===== config.mk =====
export PLATFORM = sky130hd
export DESIGN_NAME = shake_squeeze_collector
export DESIGN_NICKNAME = d
export VERILOG_FILES = /design/src/rtl/shake_squeeze_collector.sv
export SDC_FILE = /design/constraint.sdc
export NUM_CORES = 1
export LEC_CHECK = 0
export ABC_AREA = 0
export BUFFER_PORTS_ARGS = -buffer_cell sky130_fd_sc_hd__clkbuf_2
export CORE_UTILIZATION = 45
export DETAILED_ROUTE_END_ITERATION = 12
export PLACE_DENSITY = 0.73
export SYNTH_ARGS = -nofsm -noshare
export SYNTH_HDL_FRONTEND = slang
export SYNTH_SLANG_ARGS = --single-unit

===== constraint.sdc =====
create_clock -name clk -period 16.9 [get_ports clk]
set_input_delay 3.38 -clock clk [delete_from_list [all_inputs] [get_ports clk]]
set_output_delay 3.38 -clock clk [all_outputs]
set_load 0.05 [all_outputs]

===== src/rtl/shake_squeeze_collector.sv =====
// Collects a runtime-selected number of sponge squeeze words into one wide digest
// and presents it with a valid/ready hold handshake. Optional build macro: SQZ_BYTESWAP_EN.
module shake_squeeze_collector #(
    parameter  int DATA_OUT_BITS   = 32,
    parameter  int MAX_DIGEST_BITS = 512,
    localparam int MAX_WORDS       = MAX_DIGEST_BITS / DATA_OUT_BITS,
    localparam int CNT_W           = $clog2(MAX_WORDS + 1)
) (
    input  logic                       clk,
    input  logic                       rst,
    input  logic                       start,
    input  logic [CNT_W-1:0]           len_words,
    input  logic [DATA_OUT_BITS-1:0]   data_in,
    input  logic                       in_valid,
    output logic                       in_ready,
    output logic [MAX_DIGEST_BITS-1:0] digest,
    output logic                       digest_valid,
    input  logic                       digest_ready,
    output logic                       busy
);

    localparam logic [CNT_W-1:0] MAX_WORDS_C = CNT_W'(MAX_WORDS);

    typedef enum logic [1:0] {
        ST_IDLE,
        ST_COLLECT,
        ST_HOLD
    } state_t;

    state_t                     r_state;
    state_t                     w_state_next;
    logic [CNT_W-1:0]           r_len;
    logic [CNT_W-1:0]           r_idx;
    logic [MAX_DIGEST_BITS-1:0] r_digest;
    logic [DATA_OUT_BITS-1:0]   w_word;
    logic [CNT_W-1:0]           w_len_sel;
    logic                       w_start_acc;
    logic                       w_hs;
    logic                       w_last;

`ifdef SQZ_BYTESWAP_EN
    for (genvar gi = 0; gi < DATA_OUT_BITS / 8; gi++) begin : g_swap
        assign w_word[gi*8 +: 8] = data_in[DATA_OUT_BITS-8-gi*8 +: 8];
    end
`else
    assign w_word = data_in;
`endif

    // A zero or oversized request means "fill the whole register".
    assign w_len_sel   = (len_words == '0 || len_words > MAX_WORDS_C) ? MAX_WORDS_C : len_words;
    assign w_start_acc = (r_state == ST_IDLE) && start;
    assign w_hs        = (r_state == ST_COLLECT) && in_valid;
    assign w_last      = (r_idx == r_len - CNT_W'(1));

    always_comb begin
        w_state_next = r_state;
        case (r_state)
            ST_IDLE:    if (start)           w_state_next = ST_COLLECT;
            ST_COLLECT: if (w_hs && w_last)  w_state_next = ST_HOLD;
            ST_HOLD:    if (digest_ready)    w_state_next = ST_IDLE;
            default:                         w_state_next = ST_IDLE;
        endcase
    end

    always_ff @(posedge clk or posedge rst) begin
        if (rst) begin
            r_state  <= ST_IDLE;
            r_len    <= '0;
            r_idx    <= '0;
            r_digest <= '0;
        end else begin
            r_state <= w_state_next;
            if (w_start_acc) begin
                r_len    <= w_len_sel;
                r_idx    <= '0;
                r_digest <= '0;
            end else if (w_hs) begin
                r_idx <= r_idx + CNT_W'(1);
                for (int k = 0; k < MAX_WORDS; k++) begin
                    if (r_idx == CNT_W'(k)) begin
                        r_digest[k*DATA_OUT_BITS +: DATA_OUT_BITS] <= w_word;
                    end
                end
            end
        end
    end

    // Handshake outputs decode the state register only, so in_valid never
    // reaches in_ready combinationally.
    assign in_ready     = (r_state == ST_COLLECT);
    assign digest_valid = (r_state == ST_HOLD);
    assign busy         = (r_state != ST_IDLE);
    assign digest       = r_digest;

endmodule


* After elaboration in Yosys (flattened, before gate mapping)
Cells that the tools add are included.
** Storage, ports and cells
- Register bits after elaboration :: 524
- Input bits :: 42
- Output and inout bits :: 515
- Logic and storage cells :: 110
** Operators by class
- Add/subtract/negate cells :: 2
- $lt $le $gt $ge :: 1
- Equality and inequality tests :: 21
- Multiplexer cells :: 25
- Reductions and logical operators :: 42
** Operator list (count)
- 512-bit two-way mux :: 2
- 32-bit two-way mux :: 16
- 5-bit by 4-bit equality test with 1-bit output (second input constant) :: 8
- 2-bit nonzero test :: 18
- 2-bit AND reduction :: 16
- 5-bit by 3-bit equality test with 1-bit output (second input constant) :: 4
- 5-bit two-way mux :: 3
- 5-bit by 2-bit equality test with 1-bit output (second input constant) :: 2
- 5-bit zero test :: 2
- 2-bit two-way mux :: 3
- 2-bit one-hot mux with 3 select lines :: 1
- 5-bit by 1-bit adder with 5-bit output (second input constant) :: 1
- 5-bit by 1-bit equality test with 1-bit output (second input constant) :: 1
- 5-bit equality test :: 1
- 5-bit > comparator (second input constant) :: 1
- 5-bit by 1-bit subtractor with 5-bit output (second input constant) :: 1
- 2-bit by 1-bit != test with 1-bit output (second input constant) :: 2
- 1-bit logical AND :: 3
- 3-bit AND reduction :: 1
- 2-bit by 1-bit equality test with 1-bit output (second input constant) :: 1
- 2-bit equality test (second input constant) :: 1
- 2-bit zero test :: 1
- 2-bit != test (second input constant) :: 1
- 1-bit logical OR :: 1

* Depth between registers and ports, before layout
- Word-level depth :: 5
- Depth in mapped cells :: 9

* Least setup slack after synthesis
OpenSTA, ideal clock, no wires.
- Path type :: reg-to-output
- Start point :: register r_state[0]
- End point :: output digest_valid
- Arrival time :: 1228 ps
- Data required time :: 13520 ps
- Setup slack :: 12292 ps
- Stages on the path, launching flop included :: 3
- Path through :: dfrtp_1 -> buf_4 -> nor2b_1
** On the way
- Cells in the longest elaborated chain, start to end :: 1
** RTL lines
- from (decl) :: RTL line 30 : state_t r_state;
- from (signal assigned) :: RTL line 72 : r_state <= w_state_next;
- 2-bit equality test :: RTL line 91 : assign digest_valid = (r_state == ST_HOLD);
- to (decl) :: RTL line 17 : output logic digest_valid,
Every way passes these cells.

==> impl_metrics.yaml <==
run_status:
  status: "finished clean"
global_route:
  pin_count_of_the_biggest_net_entering_global_routing: 263
  antenna_found_initial: 2
  grt.total_usage: 0.303
  via_count_of_the_first_global_routing_pass: 17200
  grt.overflow.total: 0
  grt_first_pass_wirelength_mm: 108
sta:
  max_slew.worst_pin.slew_ns: 1.36
  max-slew-margin-rel: 0.0924
  setup_viol: 0
  layout_min_cycle_time_ns: 6.01
  slew_violations: 0
  skew_ns: 0.0212
  fin_setup_tns_ns: 0
  fmax_mhz: 167
  unrepaired_setup_endpoints_after_global_routing: "no"
  report.final.hold_viol_count: 0
  fin_crit_sh: 0.355
yosys:
  ys_types: 43
  synth.ff_latch_count: 524
  syn_area_mm2: 0.0207
  ys.flop_type: "dfrtp_1"
  yosysWarningCount: 0
  synth_top_area_share: 0.635
  synth_cells: 2142
  syn-mean-instance-area_um2: 9.65
  synth_edf_count: 0
  synthTopCellsByArea: "dfrtp_1 (63%), nand2_1 (10%), nand3_1 (6.2%), a21oi_1 (6.2%), o21ai_0 (5.5%)"
  synthesis.nets: 2191
  yosysTopAreaCell: "dfrtp_1"
  synth-seq-area-share: 0.635
  asyncSetResetFlopFracSynth: 1.00
final_layout:
  layout_cell_share_with_drive_strength_beyond_1: 0.263
  nFillCells: 3966
  layout-area-overhead-vs-synth_pct: 22.6
  final_cell_mix: "clkbuf_2 (556), nand2_1 (553), dfrtp_1 (524)"
  layout_commonest_cell: "clkbuf_2"
  layout.nets: 2627
route:
  vias: 18100
  drt_total_wl_mm: 71.9
  drc: 0
  drt-initial-drc-count: 2140
  drt_first_pass_iters: 6
  drtAntennaViolNets: 0
  routed_via_density: 5.61
  post_drt_wl_per_cell_um: 22.4
hold_path:
  hold_path.class: "reg2reg"
clocking:
  tritoncts_num_sinks: 524
  numCtsBuffers: 53
  post_cts_hold_buffer_count: 0
  htreeDepth: 2
  clock_insertion_delay_worst_skew_ns: 0.59
  cts.root.buffer_cell: "clkbuf_16"
  clk_transition_reported_paths_ns: 0.06
  post_cts.repair.setup_buffers: 0
  cts_tree: "done"
  postCtsResizedCells: 0
  max-clock-path-buffers: 3
placement:
  io_buffers: 556
  place.gp.congestion: 0.881
  post_dp_hpwl_mm: 48.5
setup_path:
  critPathCaptureType: "async pin"
  worst_setup_path_start_kind: "input pin"
  worst-endpoint-required_ns: 17.47
  critical_path_class: "in2async"
  cp.arrival_ns: 6.58
  worst-path-max-fanout: 77
job:
  max_cap_violations: 0
floorplanning:
  floorplan.io_pins: 557
  placement_rows: 78
  chipWidth_um: 216
  chipHeight_um: 216
  design.die.area_mm2: 0.0468
  floorplan.core_area_mm2: 0.0453
  floorplan.initialDensity: 0.456
[cell usage after synthesis, types with 7 or more instances]
library cell and instances:
a21oi_1 257, buf_1 27, buf_2 103, buf_4 8
clkbuf_1 65, dfrtp_1 524, ha_1 7, inv_1 11
nand2_1 554, nand3_1 258, nand3_2 7, nor2b_1 8
o21ai_0 229, o21ai_1 32
[through the flow]
step	cells	cell area (µm²)	util	setup slack, ns	hold slack, ns
after floorplan	2142	20700	-	6.40	0.470
after global placement	3123	23500	0.520	10.19	0.481
after detailed placement	3123	23500	0.520	10.14	0.490
after CTS	3216	25300	0.559	10.78	0.503
after global routing	3216	25300	0.559	10.37	0.521
final	3217	25300	0.559	10.89	0.498
[worst max-delay path: stages]
cell        delay, ns
clkbuf_2         0.10
clkinvlp_4       0.55
buf_4            0.66
buf_4            0.84
buf_4            0.87
[cells by family (layout without fill, tap and decap cells)]
kind of cell | count (synthesis) | in the layout | share of synthesized area
fa+ha+maj | 7 | 7 | 0.00424
compound gates | 524 | 524 | 0.128
xor+xnor | 7 | 7 | 0.00297
buf+inv | 215 | 689 | 0.0471
other cells | 0 | 1 | 0
flops | 524 | 524 | 0.635
simple gates | 865 | 865 | 0.183
[worst paths after layout]
check	start	end	slack (ns)	depth (start not counted)
setup / recovery	rst	digest[124]$_DFFE_PP0P_	10.89	5
setup reg to reg	r_state[0]$_DFFE_PP0P_	digest[136]$_DFFE_PP0P_	13.07	6
hold reg to reg	digest[192]$_DFFE_PP0P_	digest[192]$_DFFE_PP0P_	0.50	2
max in group clk	start	digest[136]$_DFFE_PP0P_	10.90	6
min in group asynchronous	rst	digest[295]$_DFFE_PP0P_	2.95	2
hold / removal	digest[192]$_DFFE_PP0P_	digest[192]$_DFFE_PP0P_	0.50	2
[sequential cells by signal (all words and copies together), names as in the netlist]
signal	count
r_idx	5
r_len	5
r_state	2
digest	512
[layer usage]
metal / vias to the layer above / track usage / part of all wire
met1: 8922 / 0.404 / 0.40
met5: - / 0 / 0.00024
li1: 8012 / - / -
met3: 169 / 0.0858 / 0.099
met2: 956 / 0.471 / 0.46
met4: 2 / 0.115 / 0.039
[cell type report]
cell class,count,area (µm²),share of cell area
Antenna cell,1,2.50,0.0000988
Clock buffer,80,1600,0.0631
Clock inverter,13,184,0.00726
Inverter,11,45.0,0.00178
Multi-Input combinational cell,1403,6620,0.261
Sequential cell,524,13100,0.518
Tap cell,600,751,0.0296
Timing Repair Buffer,585,3010,0.119
Power is not shown: default switching activity piles up to over one toggle a cycle in this logic, so the estimate is an artifact.
